--- src/rtl/ram_arbiter.sv ---
// ram_arbiter: shares a single-port 16x8 RAM between a CPU port (A) and a
// loader/IO port (B). Each transaction is one IDLE grant cycle, one ACCESS
// cycle driving the RAM, and one RESP cycle pulsing the granted port's ack.
// Port A is held off until the loader signals load_done (cpu_run).
//
// Ports:
//   clk, reset                   clock, async active-high reset
//   a_req/a_we/a_addr/a_wdata    CPU request, direction, address, write data
//   a_ack/a_rdata                CPU completion pulse, registered read data
//   b_req/b_we/b_addr/b_wdata    loader request, direction, address, write data
//   b_ack/b_rdata                loader completion pulse, registered read data
//   load_done                    loader pulse: program image complete
//   cpu_run                      CPU enable, sticky until reset
//   ram_*                        connection to ram_16x8
//   busy                         high whenever not IDLE
//
// state  | meaning
// IDLE   | waiting for an eligible request; grants and captures on request
// ACCESS | RAM driven with captured addr/data for one cycle
// RESP   | ack pulse to the granted port, then back to IDLE

module ram_arbiter (
  input  logic       clk,
  input  logic       reset,
  input  logic       a_req,
  input  logic       a_we,
  input  logic [3:0] a_addr,
  input  logic [7:0] a_wdata,
  output logic       a_ack,
  output logic [7:0] a_rdata,
  input  logic       b_req,
  input  logic       b_we,
  input  logic [3:0] b_addr,
  input  logic [7:0] b_wdata,
  output logic       b_ack,
  output logic [7:0] b_rdata,
  input  logic       load_done,
  output logic       cpu_run,
  output logic [3:0] ram_address,
  output logic [7:0] ram_data_in,
  output logic       ram_read_enable,
  output logic       ram_write_enable,
  input  logic [7:0] ram_data_out,
  output logic       busy
);

  typedef enum logic [1:0] {
    S_IDLE   = 2'd0,
    S_ACCESS = 2'd1,
    S_RESP   = 2'd2
  } state_t;

  state_t     state_q, state_d;
  // g_sel / last_grant: 0 = port A, 1 = port B
  logic       g_sel_q, g_sel_d;
  logic       last_grant_q, last_grant_d;
  logic [3:0] addr_q, addr_d;
  logic       we_q, we_d;
  logic [7:0] wdata_q, wdata_d;
  logic [7:0] a_rdata_q, a_rdata_d;
  logic [7:0] b_rdata_q, b_rdata_d;
  logic       cpu_run_q, cpu_run_d;

  logic       a_elig;
  logic       sel_b;

  always_ff @(posedge clk or posedge reset) begin
    if (reset) begin
      state_q      <= S_IDLE;
      g_sel_q      <= 1'b0;
      last_grant_q <= 1'b1;  // B, so A wins the first tie
      addr_q       <= 4'h0;
      we_q         <= 1'b0;
      wdata_q      <= 8'h00;
      a_rdata_q    <= 8'h00;
      b_rdata_q    <= 8'h00;
      cpu_run_q    <= 1'b0;
    end else begin
      state_q      <= state_d;
      g_sel_q      <= g_sel_d;
      last_grant_q <= last_grant_d;
      addr_q       <= addr_d;
      we_q         <= we_d;
      wdata_q      <= wdata_d;
      a_rdata_q    <= a_rdata_d;
      b_rdata_q    <= b_rdata_d;
      cpu_run_q    <= cpu_run_d;
    end
  end

  always_comb begin
    state_d          = state_q;
    g_sel_d          = g_sel_q;
    last_grant_d     = last_grant_q;
    addr_d           = addr_q;
    we_d             = we_q;
    wdata_d          = wdata_q;
    a_rdata_d        = a_rdata_q;
    b_rdata_d        = b_rdata_q;
    cpu_run_d        = cpu_run_q | load_done;
    a_ack            = 1'b0;
    b_ack            = 1'b0;
    ram_address      = 4'h0;
    ram_data_in      = 8'h00;
    ram_read_enable  = 1'b0;
    ram_write_enable = 1'b0;

    // Eligibility uses the registered cpu_run: the load_done edge itself
    // cannot also grant port A.
    a_elig = a_req & cpu_run_q;
    // B wins when it is the only requester, or on a tie when A was last.
    sel_b  = b_req & (~a_elig | ~last_grant_q);

    case (state_q)
      S_IDLE: begin
        if (a_elig | b_req) begin
          g_sel_d      = sel_b;
          last_grant_d = sel_b;
          addr_d       = sel_b ? b_addr  : a_addr;
          we_d         = sel_b ? b_we    : a_we;
          wdata_d      = sel_b ? b_wdata : a_wdata;
          state_d      = S_ACCESS;
        end
      end
      S_ACCESS: begin
        ram_address = addr_q;
        if (we_q) begin
          ram_write_enable = 1'b1;
          ram_data_in      = wdata_q;
        end else begin
          ram_read_enable = 1'b1;
          if (g_sel_q) b_rdata_d = ram_data_out;
          else         a_rdata_d = ram_data_out;
        end
        state_d = S_RESP;
      end
      S_RESP: begin
        a_ack   = ~g_sel_q;
        b_ack   = g_sel_q;
        state_d = S_IDLE;
      end
      default: state_d = S_IDLE;
    endcase
  end

  assign a_rdata = a_rdata_q;
  assign b_rdata = b_rdata_q;
  assign cpu_run = cpu_run_q;
  assign busy    = (state_q != S_IDLE);

endmodule

--- config.mk ---
export PLATFORM = sky130hd
export DESIGN_NAME = ram_arbiter
export DESIGN_NICKNAME = d
export VERILOG_FILES = /design/src/rtl/ram_arbiter.sv
export SDC_FILE = /design/constraint.sdc
export NUM_CORES = 1
export LEC_CHECK = 0
export ABC_AREA = 1
export CAP_MARGIN = 0
export CORE_ASPECT_RATIO = 0.8
export CORE_MARGIN = 2
export CORE_UTILIZATION = 30
export CTS_CLUSTER_SIZE = 12
export DETAILED_ROUTE_END_ITERATION = 12
export GPL_ROUTABILITY_DRIVEN = 1
export PLACE_DENSITY = 0.64
export SLEW_MARGIN = 30
export SYNTH_ARGS = -nofsm -noshare
export SYNTH_HDL_FRONTEND = slang
export SYNTH_SLANG_ARGS = --single-unit
--- constraint.sdc ---
create_clock -name clk -period 3.79 [get_ports clk]
set_input_delay 0.5685 -clock clk [delete_from_list [all_inputs] [get_ports clk]]
set_output_delay 0.5685 -clock clk [all_outputs]
set_load 0.05 [all_outputs]
==> results of run 1 <==
## cells in the mapped netlist, drive strengths merged
master,n
nand3,30
nor3,2
buf,7
nand2,70
dfstp,1
o21ai,17
inv,47
or2,1
clkbuf,3
nor2,15
clkinv,1
dfrtp,33
## sequential cells by signal (all words and copies together), names as in the netlist
name          count
g_sel_q           1
cpu_run           1
a_rdata           8
state_q           2
we_q              1
b_rdata           8
wdata_q           8
last_grant_q      1
addr_q            4
## routing by layer
metal,vias to the layer above,global-route usage,part of all wire,routed length [µm]
li1,819,-,-,-
met1,721,0.166,0.47,1930
met2,40,0.221,0.48,1990
met3,2,0.0341,0.048,198
met4,0,0.0462,0.0041,17
met5,-,0,0,0
## critical path: stages, from the launching register on
cell and delay (ps):
dfrtp_1 450, nor2_8 190, inv_2 130, nor2_1 140, clkdlybuf4s50_1 820
## cell type report
type	count	area (µm²)	share of cell area
Clock buffer	6	82.6	0.0313
Clock inverter	2	12.5	0.00474
Inverter	48	183	0.0692
Multi-Input combinational cell	135	682	0.258
Sequential cell	34	852	0.323
Tap cell	81	101	0.0384
Timing Repair Buffer	73	728	0.276
## power by group through the flow
stage | combinational [mW] | clock, mW | sequential [mW]
final | 1.35 | 0.274 | 0.664
after global routing | 1.46 | 0.301 | 0.688
after CTS | 1.37 | 0.286 | 0.668
after detailed placement | 1.37 | 0 | 0.674
after global placement | 1.36 | 0 | 0.668
after floorplan | 0.703 | 0 | 0.941
## cells by family after synthesis
logic type	after synthesis	share of synthesized area
AND/OR/NAND/NOR	118	0.301
buffers and inverters	58	0.139
flip-flops	34	0.478
AO/OA/AOI/OAI	17	0.0815
## cell usage in the layout (no fill, tap or decap)
master,netlist,final
clkinvlp_4,0,1
clkinv_1,1,1
nor2_1,13,13
nand3_4,2,2
clkdlybuf4s50_1,0,72
nand3_1,28,28
clkbuf_8,0,6
or2_2,1,1
clkinv_2,0,1
nor2_8,1,1
nor2_2,1,1
nand2_1,69,69
inv_2,2,2
nand2_4,1,1
o21ai_2,16,16
nor3_1,2,2
dfstp_2,1,1
inv_4,1,1
dfrtp_1,33,33
inv_1,44,44
o21ai_1,1,1
buf_4,0,1
## worst paths after layout
kind	end	slack [ps]
max in group asynchronous	last_grant_q	2760
min in group asynchronous	wdata_q[7]	690
hold reg to reg	last_grant_q	470
setup reg to reg	we_q	1880
setup / recovery	ram_data_in[4]	1210
hold / removal	last_grant_q	470
## metrics by stage
stage / hold slack, ps / utilization
final: 467 / 0.454
after global routing: 499 / 0.454
after CTS: 468 / 0.454
after detailed placement: 456 / 0.438
after global placement: 455 / 0.438
after floorplan: 443 / -
==> flow_summary.ini, run 1 <==
[placed_design]
place.gp.congestion = 0.737
port_buffers = 72
placed_area_um2 = 2550
dp_hpwl_mm = 3.11
dp_slack_ps = 1300
dp_cells = 371

[power]
finalPower_mw = 2.29
intPower_mw = 1.14
power_per_cell_area_nw_per_um2 = 867
netSwitchingPower_mw = 1.15
clockPowerShare = 0.120
power.leakage_nw = 1.31
combPwrFrac = 0.590
vdd_drop_max_v = 0.000209
seqPwrFrac = 0.290
p_sw_frac = 0.504

[clocking]
cts_buffers = 5
root_buffer = clkbuf_8
tritoncts = yes
insertion_delay_ps = 280
cts_hold_buf = 0
clk_pin_slew_ps = 70
numClockSinks = 34
ctsHtreeMaxLevel = 2
cts_setup_buffers = 0
cts_max_path_buffers = 2
ctsResizeCount = 0

[sta]
rsz0062_at_grt = no
finalSetupTns_ps = 0
relSlewSlack = 0.598
finClkSkew_ps = 6.11
fmax_ghz = 0.388
finalCritPeriodShare = 0.681
fin_ws_ps = 1210
setup_viol = 0
tightest_slew_ps = 601
period_minus_slack_ps = 2580
hold_violations = 0
finalMaxSlewViolations = 0

[min_path]
worstHoldStart = last_grant_q
hold_depth = 2
hold_path_class = flop to flop

[cells_and_area]
nets = 336
area_growth_pct = 48.2
stdcell_area_um2 = 2640
drive_gt1_frac = 0.117
n_antenna_cell = 0
fillCellCount = 602
finalNonFillerCells = 379

[worst_setup_path]
arrival_ps = 2010
required_ps = 3220
r2r_cells = 5
timing.rr.start = last_grant_q
startpoint = state_q[1]
worstSetupStartpointType = flop
worst-setup-path-type = flop to primary output
path_max_fanout = 13
endpoint_kind = primary output

[grt]
grt_use_total = 0.131
grt_max_degree = 35
grt_pass1_wl_mm = 6.86
grt_antenna_before_repair = 0
grt_overflow = 0
grt_pass1_vias = 1489

[yosys]
ys_seq_area_frac = 0.478
synth_area_um2 = 1780
synth_fp_nets = 266
synthDominantCellAreaShare = 0.463
syn_avg_cell_area_um2 = 7.85
ys_ff_latch = 34
synth_area_leaders = dfrtp_1 46%, nand2_1 15%, inv_1 9.3%, nand3_1 7.9%, o21ai_2 7.9%
yosys_warnings = 0
synth_top_area_cell = dfrtp_1
ys_types = 20
syn_inst = 227

[floorplan]
initial_core_util = 0.306
chipWidth_um = 90.2
dieArea_um2 = 6580
pin_count = 73
die_h_um = 72.9
core_area_um2 = 5820
rows = 25

[routing]
vias = 1582
initialDrtViolationCount = 96
drt-total-wl_mm = 4.13
dr.pass1.iters = 4
drc = 0
wl_per_cell_um = 10.9
routed_via_density = 4.17
postRouteAntennaNets = 0

[run_status]
outcome = complete, no violations

[run]
drv_cap = 0
(Power assumes the default switching activity.)
==> run 2: changes to the inputs <==
--- a/config.mk
+++ b/config.mk
@@ -13,7 +13,7 @@
 export CTS_CLUSTER_SIZE = 12
 export DETAILED_ROUTE_END_ITERATION = 12
 export GPL_ROUTABILITY_DRIVEN = 1
-export PLACE_DENSITY = 0.64
+export PLACE_DENSITY = 0.67
 export SLEW_MARGIN = 30
 export SYNTH_ARGS = -nofsm -noshare
 export SYNTH_HDL_FRONTEND = slang
==> constraint.sdc (replaced) <==
create_clock -name clk -period 2.1 [get_ports clk]
set_input_delay 0.315 -clock clk [delete_from_list [all_inputs] [get_ports clk]]
set_output_delay 0.315 -clock clk [all_outputs]
set_load 0.05 [all_outputs]
==> flow_summary.ini, run 2 (synthesized netlist as in run 1, its figures left out) <==
[sta]
rsz0062_at_grt = no
hold_violations = 0
relSlewSlack = 0.666
period_minus_slack_ps = 2020
finalMaxSlewViolations = 0
tightest_slew_ps = 500
finalCritPeriodShare = 0.962
finClkSkew_ps = 4.63
setup_viol = 0
finalSetupTns_ps = 0
fmax_ghz = 0.495

[clocking]
ctsHtreeMaxLevel = 2
ctsResizeCount = 0
cts_hold_buf = 0
numClockSinks = 34
root_buffer = clkbuf_8
cts_buffers = 5
tritoncts = yes
cts_max_path_buffers = 2
clk_pin_slew_ps = 70
insertion_delay_ps = 270
cts_setup_buffers = 0

[power]
vdd_drop_max_v = 0.000549
power_per_cell_area_nw_per_um2 = 1540
finalPower_mw = 4.25
power.leakage_nw = 1.38

[worst_setup_path]
timing.rr.start = last_grant_q
reg2reg_to = wdata_q[7]
r2r_cells = 5
arrival_ps = 1710
path_max_fanout = 3
worst-setup-path-type = flop to primary output
r2r_slack_ps = 760
endpoint_kind = primary output
required_ps = 1780
worstSetupStartpointType = flop

[floorplan]
dieArea_um2 = 6580
core_area_um2 = 5820
pin_count = 73
initial_core_util = 0.306
die_h_um = 72.9
rows = 25
chipWidth_um = 90.2

[routing]
wl_per_cell_um = 10.6
postRouteAntennaNets = 0
drc = 0
initialDrtViolationCount = 70
drt-total-wl_mm = 4.02
dr.pass1.iters = 4
routed_via_density = 4.10
vias = 1559

[grt]
grt_max_degree = 35
grt_antenna_before_repair = 0
grt_pass1_wl_mm = 6.84
grt_use_total = 0.130
grt_overflow = 0
grt_pass1_vias = 1482

[cells_and_area]
n_antenna_cell = 0
area_growth_pct = 54.9
final_cell_mix = 69 x nand2_1, 56 x clkdlybuf4s50_1, 44 x inv_1, 33 x dfrtp_1, 28 x nand3_1
nets = 338
final_common_cell = nand2_1
drive_gt1_frac = 0.167

[run]
drv_cap = 0

[run_status]
outcome = complete, no violations

[placed_design]
place.gp.congestion = 0.723
dp_hpwl_mm = 3.00
port_buffers = 72

[min_path]
hold_path_class = input pin to asynchronous set/reset pin
## run 2: cell types whose count changed in the layout (fill, tap and decap cells not counted)
cell             delta
clkdlybuf4s50_1    -16
clkbuf_8            -1
clkinv_2            -1
buf_12             +13
buf_4               +5
clkbuf_1            +2
clkinvlp_4          -1
## run 2: cell type report
type / instances / area, µm²
repair buffers: 75 / 866
fillers: 604 / 3060
multi-input cells: 135 / 682
inverters: 48 / 183
well taps: 81 / 101
flip-flops and latches: 34 / 852
clock buffers: 7 / 76.3
## run 2: critical path, stage by stage (launching register included)
cell,delay [ps]
dfrtp_1,460
nor2_2,230
inv_1,60
clkdlybuf4s50_1,690
## run 2: worst max path at each step
stage	startpoint	to	slack, ps
2_1_floorplan	g_sel_q	b_ack	200
6_report	state_q[1]	busy	80
4_1_cts	state_q[1]	busy	50
5_1_grt	state_q[1]	busy	30
3_5_place_dp	state_q[1]	busy	360
3_3_place_gp	state_q[1]	busy	380
## run 2: power by group
part	switching (mW)	internal, mW
sequential	0.221	0.985
combinational	1.67	0.938
clock	0.206	0.228
## run 2: through the flow
step	cells	hold slack [ps]	worst slack, ps	cell area, µm²	util
detailed placement	373	457	363	2680	0.461
CTS	380	450	54.0	2760	0.474
global route	380	488	28.9	2760	0.474
floorplan	227	424	203	1780	-
finish	380	436	78.8	2760	0.474
global placement	373	454	381	2680	0.461
## run 2: per-layer routing
| layer | wire, µm | vias up | global-route usage |
|---|---|---|---|
| met2 | 1820 | 39 | 0.206 |
| met5 | 0 | - | 0 |
| met4 | 31 | 0 | 0.0410 |
| met1 | 1960 | 693 | 0.174 |
| li1 | - | 825 | - |
| met3 | 213 | 2 | 0.0362 |
==> run 3: changes to the inputs <==
--- a/config.mk
+++ b/config.mk
@@ -14,6 +14,7 @@
 export DETAILED_ROUTE_END_ITERATION = 12
 export GPL_ROUTABILITY_DRIVEN = 1
 export PLACE_DENSITY = 0.67
+export SKIP_CTS_REPAIR_TIMING = 1
 export SLEW_MARGIN = 30
 export SYNTH_ARGS = -nofsm -noshare
 export SYNTH_HDL_FRONTEND = slang
==> results of run 3 <==
Same layout as run 2: the final DEF is identical, and so are final timing and power.
